`config.mk`:
```
export PLATFORM = sky130hd
export DESIGN_NAME = imul_issue_arb_flat
export DESIGN_NICKNAME = d
export VERILOG_FILES = /design/src/rtl/imul_pkg.sv /design/src/rtl/imul_issue_arb_if.sv /design/src/rtl/imul_res_fifo.sv /design/src/rtl/imul_issue_arb.sv /design/src/flat_wrapper.sv
export SDC_FILE = /design/constraint.sdc
export NUM_CORES = 1
export LEC_CHECK = 0
export CAP_MARGIN = 20
export CORE_AREA = 3 3 299 301
export CTS_CLUSTER_DIAMETER = 30
export DETAILED_ROUTE_END_ITERATION = 8
export DIE_AREA = 0 0 302 304
export HOLD_SLACK_MARGIN = 0.06
export SKIP_CTS_REPAIR_TIMING = 1
export SYNTH_ARGS = -nofsm -noshare
export SYNTH_HDL_FRONTEND = slang
export SYNTH_SLANG_ARGS = --single-unit
export TNS_END_PERCENT = 30
```
`constraint.sdc`:
```
create_clock -name clk -period 7.8 [get_ports clk]
set_clock_uncertainty 0.15 [all_clocks]
set_input_delay 0.78 -clock clk [delete_from_list [all_inputs] [get_ports clk]]
set_output_delay 0.78 -clock clk [all_outputs]
set_load 0.05 [all_outputs]
```
`src/rtl/imul_pkg.sv`:
```
// Shared widths and payload types for the integer multiplier issue arbiter.
package imul_pkg;

  localparam int unsigned OP_W      = 13;
  localparam int unsigned FLG_W     = 6;
  localparam int unsigned RES_W     = 65;
  // Widest op tag a request can carry; narrower tags are zero-extended.
  localparam int unsigned TAG_MAX_W = 16;

  typedef struct packed {
    logic [OP_W-1:0]      op;
    logic [RES_W-1:0]     a;
    logic [RES_W-1:0]     b;
    logic [TAG_MAX_W-1:0] tag;
  } imul_req_t;

  typedef struct packed {
    logic [RES_W-1:0] res;
    logic [FLG_W-1:0] flg;
  } imul_res_t;

  function automatic int unsigned src_w(input int unsigned n);
    return (n > 1) ? $clog2(n) : 1;
  endfunction

endpackage

```
`src/rtl/imul_issue_arb_if.sv`:
```
// Issue-port, multiplier and result-consumer signals of the multiplier issue arbiter.
interface imul_issue_arb_if #(
  parameter int unsigned NREQ = 3,
  parameter int unsigned TAGW = 9
);
  import imul_pkg::*;

  localparam int unsigned SRCW = src_w(NREQ);

  logic [NREQ-1:0]       req_vld;
  logic [NREQ-1:0]       req_rdy;
  logic [NREQ*OP_W-1:0]  req_op;
  logic [NREQ*RES_W-1:0] req_A;
  logic [NREQ*RES_W-1:0] req_B;
  logic [NREQ*TAGW-1:0]  req_tag;

  logic                  mul_en;
  logic                  mul_clkEn;
  logic [OP_W-1:0]       mul_op;
  logic [RES_W-1:0]      mul_R;
  logic [RES_W-1:0]      mul_C;
  logic [RES_W-1:0]      mul_res;
  logic [FLG_W-1:0]      mul_flg;

  logic                  out_vld;
  logic                  out_rdy;
  logic [RES_W-1:0]      out_res;
  logic [FLG_W-1:0]      out_flg;
  logic [TAGW-1:0]       out_tag;
  logic [SRCW-1:0]       out_src;
  logic                  busy;

  // Arbiter side.
  modport slave (
    input  req_vld, req_op, req_A, req_B, req_tag, mul_res, mul_flg, out_rdy,
    output req_rdy, mul_en, mul_clkEn, mul_op, mul_R, mul_C,
    output out_vld, out_res, out_flg, out_tag, out_src, busy
  );

  // Issue ports, multiplier and consumer side.
  modport master (
    output req_vld, req_op, req_A, req_B, req_tag, mul_res, mul_flg, out_rdy,
    input  req_rdy, mul_en, mul_clkEn, mul_op, mul_R, mul_C,
    input  out_vld, out_res, out_flg, out_tag, out_src, busy
  );

endinterface

```
`src/rtl/imul_res_fifo.sv`:
```
// DEPTH-entry result FIFO with occupancy count; DEPTH must be a power of two >= 2.
module imul_res_fifo #(
  parameter int unsigned DEPTH = 4,
  parameter int unsigned W     = 8
) (
  input  logic                         clk,
  input  logic                         rst,
  input  logic                         flush,
  input  logic                         push,
  input  logic [W-1:0]                 din,
  input  logic                         pop,
  output logic [W-1:0]                 dout,
  output logic                         vld,
  output logic [$clog2(DEPTH+1)-1:0]   cnt
);

  localparam int unsigned AW = $clog2(DEPTH);
  localparam int unsigned CW = $clog2(DEPTH + 1);

  logic [W-1:0]  mem [DEPTH];
  logic [AW-1:0] wr_ptr;
  logic [AW-1:0] rd_ptr;
  logic [CW-1:0] count;
  logic          do_push;
  logic          do_pop;

  // A full FIFO still accepts a push when the head leaves in the same cycle.
  assign do_pop  = pop && (count != '0);
  assign do_push = push && ((count != CW'(DEPTH)) || do_pop);

  always_ff @(posedge clk or negedge rst) begin
    if (!rst) begin
      wr_ptr <= '0;
      rd_ptr <= '0;
      count  <= '0;
    end else if (flush) begin
      wr_ptr <= '0;
      rd_ptr <= '0;
      count  <= '0;
    end else begin
      if (do_push) wr_ptr <= wr_ptr + AW'(1);
      if (do_pop)  rd_ptr <= rd_ptr + AW'(1);
      count <= count + CW'(do_push) - CW'(do_pop);
    end
  end

  always_ff @(posedge clk) begin
    if (do_push && !flush) mem[wr_ptr] <= din;
  end

  assign dout = mem[rd_ptr];
  assign vld  = (count != '0);
  assign cnt  = count;

endmodule

```
`src/rtl/imul_issue_arb.sv`:
```
// Round-robin issue arbiter sharing one pipelined multiplier, with tag tracking and result FIFO.
// Optional IMUL_ARB_FLUSH_EN adds a flush input that discards in-flight and buffered results.
module imul_issue_arb
  import imul_pkg::*;
#(
  parameter int unsigned NREQ   = 3,
  parameter int unsigned TAGW   = 9,
  parameter int unsigned LAT    = 4,
  parameter int unsigned FDEPTH = 4
) (
  input  logic               clk,
  input  logic               rst,
`ifdef IMUL_ARB_FLUSH_EN
  input  logic               flush,
`endif
  imul_issue_arb_if.slave    bus
);

  localparam int unsigned SRCW = src_w(NREQ);
  localparam int unsigned CNTW = $clog2(FDEPTH + 1);
  localparam int unsigned DATW = RES_W + FLG_W + TAGW + SRCW;

  logic              flush_now;
  logic              run;
  logic [SRCW-1:0]   ptr;
  logic [SRCW-1:0]   ptr_nxt;
  logic [SRCW-1:0]   cand;
  logic [SRCW-1:0]   gnt_idx;
  logic              gnt_any;
  logic              credit_ok;
  logic              grant;
  logic [TAGW-1:0]   sel_tag;
  imul_req_t         reqs [NREQ];

  logic [LAT:0]      pipe_vld;
  logic [TAGW-1:0]   pipe_tag [LAT+1];
  logic [SRCW-1:0]   pipe_src [LAT+1];
  logic [RES_W-1:0]  hold_res;
  logic [CNTW-1:0]   fifo_cnt;
  logic [DATW-1:0]   head;

`ifdef IMUL_ARB_FLUSH_EN
  assign flush_now = flush;
`else
  assign flush_now = 1'b0;
`endif

  always_comb begin
    for (int unsigned i = 0; i < NREQ; i++) begin
      reqs[i].op  = bus.req_op[i*OP_W +: OP_W];
      reqs[i].a   = bus.req_A[i*RES_W +: RES_W];
      reqs[i].b   = bus.req_B[i*RES_W +: RES_W];
      reqs[i].tag = TAG_MAX_W'(bus.req_tag[i*TAGW +: TAGW]);
    end
  end

  // First requesting port at or after ptr, wrapping.
  always_comb begin
    gnt_any = 1'b0;
    gnt_idx = '0;
    cand    = '0;
    for (int unsigned k = 0; k < NREQ; k++) begin
      cand = SRCW'((32'(ptr) + k) % NREQ);
      if (!gnt_any && bus.req_vld[cand]) begin
        gnt_any = 1'b1;
        gnt_idx = cand;
      end
    end
  end

  // Every launched op owns a FIFO slot until popped, so the multiplier never stalls.
  assign credit_ok = (32'(fifo_cnt) + 32'($countones(pipe_vld))) < FDEPTH;
  assign grant     = gnt_any && credit_ok && run && !flush_now;
  assign ptr_nxt   = (gnt_idx == SRCW'(NREQ - 1)) ? '0 : gnt_idx + SRCW'(1);

  always_comb begin
    bus.req_rdy = '0;
    bus.mul_en  = 1'b0;
    bus.mul_op  = '0;
    bus.mul_R   = '0;
    bus.mul_C   = '0;
    sel_tag     = '0;
    if (grant) begin
      bus.req_rdy[gnt_idx] = 1'b1;
      bus.mul_en           = 1'b1;
      bus.mul_op           = reqs[gnt_idx].op;
      bus.mul_R            = reqs[gnt_idx].a;
      bus.mul_C            = reqs[gnt_idx].b;
      sel_tag              = TAGW'(reqs[gnt_idx].tag);
    end
  end

  always_ff @(posedge clk or negedge rst) begin
    if (!rst) begin
      run      <= 1'b0;
      ptr      <= '0;
      pipe_vld <= '0;
    end else begin
      run <= 1'b1;
      if (grant) ptr <= ptr_nxt;
      if (flush_now) pipe_vld <= '0;
      else           pipe_vld <= {pipe_vld[LAT-1:0], grant};
    end
  end

  assign bus.mul_clkEn = run;

  // Tag/source ride alongside the op; the result is held one cycle to meet its flags.
  always_ff @(posedge clk) begin
    pipe_tag[0] <= sel_tag;
    pipe_src[0] <= gnt_idx;
    for (int unsigned s = 1; s <= LAT; s++) begin
      pipe_tag[s] <= pipe_tag[s-1];
      pipe_src[s] <= pipe_src[s-1];
    end
    if (pipe_vld[LAT-1]) hold_res <= bus.mul_res;
  end

  imul_res_fifo #(
    .DEPTH (FDEPTH),
    .W     (DATW)
  ) u_res_fifo (
    .clk   (clk),
    .rst   (rst),
    .flush (flush_now),
    .push  (pipe_vld[LAT]),
    .din   ({hold_res, bus.mul_flg, pipe_tag[LAT], pipe_src[LAT]}),
    .pop   (bus.out_rdy),
    .dout  (head),
    .vld   (bus.out_vld),
    .cnt   (fifo_cnt)
  );

  assign {bus.out_res, bus.out_flg, bus.out_tag, bus.out_src} = head;
  assign bus.busy = (|pipe_vld) || (fifo_cnt != '0);

endmodule

```
`src/flat_wrapper.sv`:
```
// flat-port wrapper written by rule: the top's interface ports become plain ports
module imul_issue_arb_flat import imul_pkg::*;
#(
  parameter int unsigned NREQ   = 3,
  parameter int unsigned TAGW   = 9,
  parameter int unsigned LAT    = 4,
  parameter int unsigned FDEPTH = 4
)
  (clk, rst, bus_req_vld, bus_req_op, bus_req_A, bus_req_B, bus_req_tag, bus_mul_res, bus_mul_flg, bus_out_rdy, bus_req_rdy, bus_mul_en, bus_mul_clkEn, bus_mul_op, bus_mul_R, bus_mul_C, bus_out_vld, bus_out_res, bus_out_flg, bus_out_tag, bus_out_src, bus_busy);
  imul_issue_arb_if #(.NREQ(NREQ), .TAGW(TAGW)) bus_i ();
  input  logic clk;
  input  logic rst;
  input wire logic [$bits(bus_i.req_vld)-1:0] bus_req_vld;
  input wire logic [$bits(bus_i.req_op)-1:0] bus_req_op;
  input wire logic [$bits(bus_i.req_A)-1:0] bus_req_A;
  input wire logic [$bits(bus_i.req_B)-1:0] bus_req_B;
  input wire logic [$bits(bus_i.req_tag)-1:0] bus_req_tag;
  input wire logic [$bits(bus_i.mul_res)-1:0] bus_mul_res;
  input wire logic [$bits(bus_i.mul_flg)-1:0] bus_mul_flg;
  input wire logic [$bits(bus_i.out_rdy)-1:0] bus_out_rdy;
  output wire logic [$bits(bus_i.req_rdy)-1:0] bus_req_rdy;
  output wire logic [$bits(bus_i.mul_en)-1:0] bus_mul_en;
  output wire logic [$bits(bus_i.mul_clkEn)-1:0] bus_mul_clkEn;
  output wire logic [$bits(bus_i.mul_op)-1:0] bus_mul_op;
  output wire logic [$bits(bus_i.mul_R)-1:0] bus_mul_R;
  output wire logic [$bits(bus_i.mul_C)-1:0] bus_mul_C;
  output wire logic [$bits(bus_i.out_vld)-1:0] bus_out_vld;
  output wire logic [$bits(bus_i.out_res)-1:0] bus_out_res;
  output wire logic [$bits(bus_i.out_flg)-1:0] bus_out_flg;
  output wire logic [$bits(bus_i.out_tag)-1:0] bus_out_tag;
  output wire logic [$bits(bus_i.out_src)-1:0] bus_out_src;
  output wire logic [$bits(bus_i.busy)-1:0] bus_busy;
  assign bus_i.req_vld = bus_req_vld;
  assign bus_i.req_op = bus_req_op;
  assign bus_i.req_A = bus_req_A;
  assign bus_i.req_B = bus_req_B;
  assign bus_i.req_tag = bus_req_tag;
  assign bus_i.mul_res = bus_mul_res;
  assign bus_i.mul_flg = bus_mul_flg;
  assign bus_i.out_rdy = bus_out_rdy;
  assign bus_req_rdy = bus_i.req_rdy;
  assign bus_mul_en = bus_i.mul_en;
  assign bus_mul_clkEn = bus_i.mul_clkEn;
  assign bus_mul_op = bus_i.mul_op;
  assign bus_mul_R = bus_i.mul_R;
  assign bus_mul_C = bus_i.mul_C;
  assign bus_out_vld = bus_i.out_vld;
  assign bus_out_res = bus_i.out_res;
  assign bus_out_flg = bus_i.out_flg;
  assign bus_out_tag = bus_i.out_tag;
  assign bus_out_src = bus_i.out_src;
  assign bus_busy = bus_i.busy;
  imul_issue_arb #(.NREQ(NREQ), .TAGW(TAGW), .LAT(LAT), .FDEPTH(FDEPTH)) u_core (.clk(clk), .rst(rst), .bus(bus_i));
endmodule
```
==> qor.yml, run 1 <==
wirelength_um: 101000
slowest_delay_ps: 920
syn_inst: 1414
crit_chain: "ha_1 > inv_1 > fa_1 > inv_1 > ha_1 > nor4b_1 > o2111ai_4 > buf_12 > a31oi_1 > clkdlybuf4s50_1"
route.met3.wl_um: 7760
tritoncts: "yes"
r2r_cells: 9
synth_top_cell_area_share_pct: 57.5
synth-compound-area-share_pct: 15.3
path_class: "reg2out"
clock_latency_ps: 590
synthSimpleGateAreaFrac_pct: 4.47
clk_pin_slew_worst_paths_ps: 50
drtAntennaViolNets: 0
synth_common_cells: "edfxtp_1, o21ai_0, a31oi_1, nand3_1, o2111ai_1"
power_density_mw_per_mm2: 399
nFillCells: 8260
synth_area_leaders: "edfxtp_1, mux4_2, o2111ai_1, dfxtp_1, a31oi_1"
initial_core_util_pct: 23.6
fin_crit_ps: 5920
grt_overflow: 0
synthMuxAreaShare_pct: 9.11
holdPathStages: 0
hold_viol_final: 0
coreArea_mm2: 0.0869
syn_avg_cell_area_um2: 14.5
antenna_found_initial: 58
nets: 2675
syn_area_mm2: 0.0205
status: "finished, final reports clean"
gp_congestion: 1.01
die_h_um: 304
async_flop_share_pct: 3.24
synthAdderAreaFrac_pct: 1.20
fp.dieArea_mm2: 0.0918
ys_ff_latch: 463
area_growth_pct: 54.8
synth_top_family_by_area: "compound AO/OA/AOI/OAI gates"
dpl_cell_area_mm2: 0.0292
grt_pass1_vias: 17904
setup_tns_ps: 0
cts.htree.levels: 3
critPathLaunchType: "flip-flop"
drv_cap: 0
finalCritPeriodShare_pct: 75.9
synthDominantAreaCellType: "edfxtp_1"
cp_top_family: "buffers and inverters"
portBuffers: 764
avgRoutedWirePerCell_um: 29.8
ys.flop_type: "edfxtp_1"
drt-initial-drc-count: 1464
first_pass_iters: 5
rsz0062_at_grt: "false"
drive_gt1_share_pct: 12.6
clock_sinks: 463
syn_nets: 1964
clockBufferDepth: 3
synthDistinctLibCells: 42
vias_per_cell: 5.05
top_layer_used: "met5"
synth_xor_area_share_pct: 0.214
slowest_stage: "clkdlybuf4s50_1"
fmax_mhz: 169
worst_pin_slew_ps: 843
cp.depth: 10
core.rowCount: 108
holdWs_ps: 169
final_cell_area_mm2: 0.0318
wl_met1_um: 38700
dp_hpwl_um: 76300
cts_root_buffer: "clkbuf_16"
yosysWarnings: 0
vias: 17076
cp_max_fo: 103
synth-edff-count: 393
grt_pass1_wl_um: 139000
setup_violations: 0
drc: 0
io_pins: 765
grt_start_max_net_pins: 104
yosysMostFrequentCell: "edfxtp_1"
leakage_uw: 0.0101
yosysSeqAreaShare_pct: 64.7
maxSlewViolCount: 0
grtUsageTotal_pct: 21.3
min_path_type: "reg2reg"
critPathArrivalTime_ps: 4990
cts_buffers: 74
ir_drop_uv: 285
wl_met2_um: 49100
worst-path-buf-inv: 4
critical_path_required_ps: 6870
die_w_um: 302
relSlewSlack_pct: 43.8
worstSetupEndpointType: "output pin"
[worst reg2reg max path, cell delays in order (launching register included)]
cell and delay [ps]:
dfrtp_4 720, ha_1 250, inv_1 60, fa_1 500
inv_1 40, ha_1 190, nor4b_1 520, o2111ai_4 200
buf_12 230, inv_1 340
[per-stage QoR]
| stage | cells | power, µW | setup WS [ps] | utilization (%) |
|---|---|---|---|---|
| finish | 3379 | 12700 | 1880 | 36.5 |
| floorplan | 1414 | 7420 | 2280 | - |
| detailed placement | 3204 | 9550 | 2480 | 33.5 |
| CTS | 3342 | 12800 | 1810 | 36.4 |
| global placement | 3204 | 9530 | 2500 | 33.5 |
| global route | 3369 | 13200 | 1660 | 36.5 |
[report_power, final]
part / internal [µW] / total [µW] / switching, µW / leakage (µW)
clock network: 1970 / 3190 / 1220 / 0.00120
registers: 3150 / 3390 / 237 / 0.00421
logic: 2010 / 6100 / 4090 / 0.00472
[flip-flops by register name, summed over array words and instances (netlist names)]
name / count
u_core.u_res_fifo.mem: 328
u_core.hold_res: 65
u_core.pipe_tag: 45
u_core.pipe_src: 10
u_core.pipe_vld: 5
u_core.u_res_fifo.cnt: 3
u_core.ptr: 2
u_core.u_res_fifo.rd_ptr: 2
u_core.u_res_fifo.wr_ptr: 2
u_core.bus.mul_clkEn: 1
[final timing paths]
check / start / endpoint / slack [ps]
setup reg to reg: u_core.pipe_vld[3] / u_core.pipe_vld[0] / 4470
min in group asynchronous: rst / u_core.u_res_fifo.rd_ptr[0] / 490
hold reg to reg: u_core.pipe_tag[0][30] / u_core.pipe_tag[0][39] / 170
setup / recovery: u_core.pipe_vld[3] / bus_mul_op[3] / 1880
max in group asynchronous: rst / u_core.u_res_fifo.rd_ptr[1] / 6420
hold / removal: u_core.pipe_tag[0][30] / u_core.pipe_tag[0][39] / 170
[final cells by class]
class / count / area, µm² / area share [%]
multi-input combinational: 755 / 6310 / 19.9
timing repair buffer: 807 / 8020 / 25.3
antenna: 37 / 92.6 / 0.292
tap: 1155 / 1450 / 4.55
clock buffer: 80 / 1920 / 6.04
inverter: 24 / 90.1 / 0.284
sequential: 463 / 13300 / 41.9
clock inverter: 58 / 591 / 1.86
[layout by cell type (no fill, tap or decap), drive strengths merged, types with 2 or more instances in the layout]
cell type and n:
clkbuf 80, dfxtp 55, diode 37, edfxtp 393
nor2 4, or3 2, nand2 6, inv 43
buf 43, o2111ai 153, xnor2 4, dfrtp 15
o21a 2, bufinv 4, a31oi 153, ha 14
a21oi 2, clkinv 25, clkdlybuf4s50 764, nand3 153
o21ai 156, fa 3, mux4 82, and2 5
clkinvlp 10, nor4b 2
[cell families after synthesis]
logic type | after synthesis
mux | 84
compound gates | 469
simple gates | 178
xor+xnor | 5
other cells | 1
fa+ha+maj | 18
flops | 463
buf+inv | 196
[layer usage]
| metal | up-vias | global-route usage (%) |
|---|---|---|
| met5 | - | 0 |
| met4 | 12 | 12.0 |
| met3 | 169 | 5.48 |
| met2 | 943 | 34.7 |
| met1 | 8592 | 25.4 |
| li1 | 7360 | - |
No activity file was read; power rests on OpenSTA's default activity.
==> inputs of run 2 (changes only) <==
- CORE_AREA: 3 3 299 301 -> 3 3 300 302
- DIE_AREA: 0 0 302 304 -> 0 0 303 305
- clock period: 7.8 -> 5.6 ns (I/O delays scaled with it)
==> run 2 against run 1 <==
Non-clock buffer count fell by 1; combinational power increased by 39%; utilization shrank 1.1 points; sequential share of layout area up 0.74 points; highest routed layer unchanged.
==> qor.yml, run 2 (synthesis gave the netlist of run 1 again) <==
fin_crit_ps: 5380
initial_core_util_pct: 23.3  # -0.29 points
cts_buffers: 58  # -22%
fp.dieArea_mm2: 0.0924  # +0.66%
cts_root_buffer: "clkbuf_16"
cp_max_fo: 158  # +53%
path_class: "reg2out"
rsz0062_at_grt: "false"
clock_latency_ps: 580  # about the same
ir_drop_uv: 412  # +44%
rrSetupSlack_ps: 2130  # -2340 ps
dpl_cell_area_mm2: 0.0291  # -0.18%
grt_pass1_vias: 17882  # -0.12%
critical_path_required_ps: 4890  # -1980 ps
wirelength_um: 104000  # +3.7%
antenna_found_initial: 58  # unchanged
leakage_uw: 0.0101  # -0.38%
final_cell_mix: "clkdlybuf4s50_1, edfxtp_1, a31oi_1, o21ai_0"
reg_top3: "u_core.u_res_fifo.mem x328, u_core.hold_res x65, u_core.pipe_tag x45"
top_register: "u_core.u_res_fifo.mem"
hold_viol_final: 0  # unchanged
grt_pass1_wl_um: 141000  # +1.1%
power_density_mw_per_mm2: 546  # +37%
gp_congestion: 0.970  # -4.4%
worst_pin_slew_ps: 990  # +147 ps
vias_per_cell: 5.12  # +1.4%
fmax_mhz: 186
coreArea_mm2: 0.0880  # +1.2%
drive_gt1_share_pct: 15.1  # +2.5 points
die_w_um: 303  # +0.33%
grt_overflow: 0  # unchanged
relSlewSlack_pct: 34.0  # -9.8 points
final_common_cell: "clkdlybuf4s50_1"
holdPathStages: 0  # unchanged
largest_register_ffs: 328  # unchanged
first_pass_iters: 6  # +1
fin_util_pct: 35.5  # -1.1 points
drv_cap: 0  # unchanged
cts.htree.levels: 2  # -1
total_power_uw: 17000  # +34%
min_path_type: "reg2reg"
grtUsageTotal_pct: 21.6  # +0.39 points
avgRoutedWirePerCell_um: 31.1  # +4.7%
r2r_cells: 9  # unchanged
grt_start_max_net_pins: 159  # +53%
nets: 2658  # -0.64%
drt-initial-drc-count: 1606  # +9.7%
core.rowCount: 109  # +0.93%
setup_violations: 0  # unchanged
status: "finished, final reports clean"
vias: 17163  # +0.51%
tritoncts: "yes"
io_pins: 765  # unchanged
clockBufferDepth: 3  # unchanged
holdWs_ps: 163  # -5.77 ps
worstSetupEndpointType: "output pin"
drc: 0  # unchanged
setup_tns_ps: 0  # unchanged
clk_pin_slew_worst_paths_ps: 60  # about the same
maxSlewViolCount: 0  # unchanged
die_h_um: 305  # +0.33%
critPathArrivalTime_ps: 4670  # -320 ps
clock_sinks: 463  # unchanged
critPathLaunchType: "flip-flop"
area_growth_pct: 52.1
dp_hpwl_um: 79300  # +3.9%
drtAntennaViolNets: 0  # unchanged
finalCritPeriodShare_pct: 96.0
portBuffers: 764  # unchanged
final_cell_area_mm2: 0.0312  # -1.7%
==> run 2: worst max-delay path, stage by stage, from the launching register on <==
cell and delay [ps]:
dfrtp_4 650, ha_1 230, inv_1 50, fa_1 500, inv_1 40, ha_1 190
nor4b_1 490, o2111ai_4 200, buf_12 310, a31oi_1 370, clkdlybuf4s50_1 900
==> run 2: power by group <==
part           switching [µW]  internal (µW)
logic                    5730           2750
registers                 411           4380
clock network            1560           2200
total                    7700           9330
==> run 2: worst paths after layout <==
check / end / start
max: bus_mul_C[15] / u_core.pipe_vld[3]
min: u_core.pipe_src[0][3] / u_core.pipe_src[0][1]
max reg2reg: u_core.pipe_vld[0] / u_core.pipe_vld[3]
min reg2reg: u_core.pipe_src[0][3] / u_core.pipe_src[0][1]
max in group asynchronous: u_core.pipe_vld[3] / rst
min in group asynchronous: u_core.u_res_fifo.rd_ptr[0] / rst
==> run 2: per-layer routing <==
metal	up-vias	global-route usage [%]	wire, µm
met4	12	13.4	7020
met5	-	0	80
met1	8653	22.5	34500
li1	7319	-	-
met2	936	38.2	53600
met3	243	6.06	9120
==> run 2: cell type report <==
| cell class | count | area [µm²] |
|---|---|---|
| Tap cell | 1165 | 1460 |
| Clock buffer | 65 | 1500 |
| Fill cell | 8509 | 56800 |
| Clock inverter | 44 | 537 |
| Timing Repair Buffer | 806 | 7960 |
| Multi-Input combinational cell | 755 | 6310 |
| Sequential cell | 463 | 13300 |
| Antenna cell | 27 | 67.6 |
| Inverter | 24 | 90.1 |
==> run 2: stage by stage <==
step,cells,setup slack (ps)
4_1_cts,3322,253
3_5_place_dp,3213,900
6_report,3349,223
3_3_place_gp,3212,921
2_1_floorplan,1414,298
5_1_grt,3343,69.1
==> inputs of run 3 (changes only) <==
- ABC_AREA: default -> 1
- CORE_AREA: 3 3 300 302 -> 3 3 297 299
- DIE_AREA: 0 0 303 305 -> 0 0 300 302
==> run 3 against run 2 <==
Setup slack better by 170 ps; sequential share of layout area down 1.6 points; design area up 3.9%; highest routed layer unchanged.
==> qor.yml, run 3 <==
cts_buffers: 72  # +24%
gp_congestion: 0.915  # -5.7%
path_class: "reg2out"
total_power_uw: 22200  # +30%
critical_path_required_ps: 4890  # about the same
synthAdderAreaFrac_pct: 1.20  # -0.0050 points
synth_xor_area_share_pct: 0.223  # +0.0093 points
slowest_delay_ps: 590  # -310 ps
critPathLaunchType: "flip-flop"
use_met1_pct: 24.4  # +1.8 points
tritoncts: "yes"
rrSetupSlack_ps: 1710  # -420 ps
clockBufferDepth: 3  # unchanged
cp_max_fo: 96  # -39%
worstSetupEndpointType: "output pin"
hold_end: "u_core.pipe_tag[0][40]"
ys.flop_type: "edfxtp_1"
synth-compound-area-share_pct: 7.72  # -7.6 points
yosysWarnings: 0  # unchanged
fmax_mhz: 192  # +3.3%
setup_violations: 0  # unchanged
power_density_mw_per_mm2: 684  # +25%
nets: 3147  # +18%
leakage_uw: 0.0120  # +19%
grt_busiest_layer: "met2"
worstHoldStart: "u_core.pipe_tag[0][31]"
cts.htree.levels: 3  # +1
final_common_cell: "clkdlybuf4s50_1"
grtUsageTotal_pct: 21.8  # +0.16 points
drv_cap: 0  # unchanged
slowest_stage: "dfrtp_4"
grt_util_met2_pct: 36.9  # -1.3 points
r2r_cells: 13  # +4
avgRoutedWirePerCell_um: 26.8  # -14%
r2r_end: "u_core.pipe_tag[0][4]"
reg_top3: "u_core.u_res_fifo.mem x328, u_core.hold_res x65, u_core.pipe_tag x45"
drt-initial-drc-count: 1331  # -17%
die_h_um: 302  # -0.98%
fin_crit_ps: 5210  # -170 ps
holdWs_ps: 162  # -0.353 ps
worst-path-buf-inv: 4  # unchanged
portBuffers: 764  # unchanged
critPathArrivalTime_ps: 4500  # -170 ps
finalCritPeriodShare_pct: 93.0  # -3.0 points
status: "finished, final reports clean"
use_met3_pct: 8.74  # +2.7 points
synth_top_cell_area_share_pct: 60.0  # +2.5 points
synth-edff-count: 393  # unchanged
vias_per_cell: 4.55  # -11%
yosysSeqAreaShare_pct: 67.6  # +2.8 points
drtAntennaViolNets: 0  # unchanged
io_pins: 765  # unchanged
die_w_um: 300  # -0.99%
worst_pin_slew_ps: 1010  # +23.1 ps
coreArea_mm2: 0.0854  # -2.9%
drc: 0  # unchanged
grt_overflow: 0  # unchanged
min_path_type: "reg2reg"
area_growth_pct: 64.9
startpoint: "u_core.pipe_vld[3]"
synthSimpleGateAreaFrac_pct: 18.2  # +14 points
synthDominantAreaCellType: "edfxtp_1"
grt_start_max_net_pins: 167  # +5.0%
drive_gt1_share_pct: 12.0  # -3.1 points
ir_drop_uv: 552  # +34%
hold_viol_final: 0  # unchanged
initial_core_util_pct: 23.0  # -0.30 points
crit-reg2reg-launch: "u_core.pipe_vld[3]"
yosysMostFrequentCell: "nand2_1"
rsz0062_at_grt: "false"
synth_top_family_by_area: "simple AND/OR/NAND/NOR gates"
clock_sinks: 463  # unchanged
syn_area_mm2: 0.0197  # -4.2%
top_register: "u_core.u_res_fifo.mem"
relSlewSlack_pct: 32.5  # -1.5 points
final_cell_mix: "clkdlybuf4s50_1, nand2_1, edfxtp_1, nor2_1, o21ai_0"
core.rowCount: 107  # -1.8%
clk_pin_slew_worst_paths_ps: 50  # about the same
vias: 17443  # +1.6%
setup_tns_ps: 0  # unchanged
wirelength_um: 103000  # -1.6%
grt_pass1_vias: 17109  # -4.3%
maxSlewViolCount: 0  # unchanged
nFillCells: 8433  # -0.89%
grt_pass1_wl_um: 136000  # -3.3%
holdPathStages: 0  # unchanged
synth_area_leaders: "edfxtp_1, nand2_1, dfxtp_1, o21ai_0, nand3_1"
cts_root_buffer: "clkbuf_16"
dp_hpwl_um: 78900  # -0.51%
crit_chain: "ha_1 > inv_1 > fa_1 > inv_1 > ha_1 > nand2_1 > nor2_1 > nor4_1 > nand2_2 > nor2_4 > buf_12 > nand2_1 > nand3_1 > buf_12"
synthDistinctLibCells: 29  # -31%
syn_inst: 1848  # +31%
ys_ff_latch: 463  # unchanged
syn_avg_cell_area_um2: 10.6  # -27%
synth_common_cells: "nand2_1, edfxtp_1, nor2_1"
synthMuxAreaShare_pct: 0  # -9.1 points
fp.dieArea_mm2: 0.0906  # -2.0%
clock_latency_ps: 590  # about the same
first_pass_iters: 5  # -1
syn_nets: 2398  # +22%
antenna_found_initial: 97  # +67%
async_flop_share_pct: 3.24  # unchanged
cp_top_family: "simple AND/OR/NAND/NOR gates"
largest_register_ffs: 328  # unchanged
-- run 3: final cells by class --
class / instances / area [µm²] / area share (%)
Antenna cell: 31 / 77.6 / 0.239
Clock inverter: 56 / 664 / 2.05
Multi-Input combinational cell: 1155 / 5420 / 16.7
Inverter: 105 / 403 / 1.24
Timing Repair Buffer: 800 / 9260 / 28.6
Tap cell: 1144 / 1430 / 4.42
Clock buffer: 77 / 1860 / 5.75
Sequential cell: 463 / 13300 / 41.0
-- run 3: cells by family (layout without fill, tap and decap cells) --
logic type,after synthesis,in the layout
xor gates and xnor gates,5,5
buffers and inverters,230,1038
AOI/OAI and AO/OA,282,282
other,1,32
adders and majority gates,17,17
DFF,463,463
and+or+nand+nor,850,850
-- run 3: through the flow --
step | instances | utilization [%] | setup slack [ps] | area [µm²]
2_1_floorplan | 1848 | - | 522 | 19700
3_3_place_gp | 3667 | 34.9 | 829 | 29800
3_5_place_dp | 3667 | 34.9 | 848 | 29800
4_1_cts | 3800 | 37.9 | 197 | 32300
5_1_grt | 3826 | 37.9 | 98.6 | 32400
6_report | 3831 | 37.9 | 393 | 32400
-- run 3: worst max-delay path by stage --
stage / to / cells past startpoint
after floorplan: bus_mul_C[50] / 14
after global placement: bus_mul_C[64] / 15
after detailed placement: bus_mul_C[64] / 14
after CTS: bus_mul_C[64] / 14
after global routing: bus_mul_C[3] / 14
final: bus_mul_R[5] / 14
-- run 3: where the power goes --
group,leakage (µW),switching [µW],internal [µW]
Clock,0.00120,1720,2830
Combinational,0.00656,8650,4360
Sequential,0.00422,251,4380
Total,0.0120,10600,11600
-- run 3: routing by layer --
layer / part of all wire (%) / vias to the layer above
li1: - / 7986
met1: 36 / 8313
met2: 48 / 883
met3: 11 / 243
met4: 4.3 / 18
met5: 0.11 / -
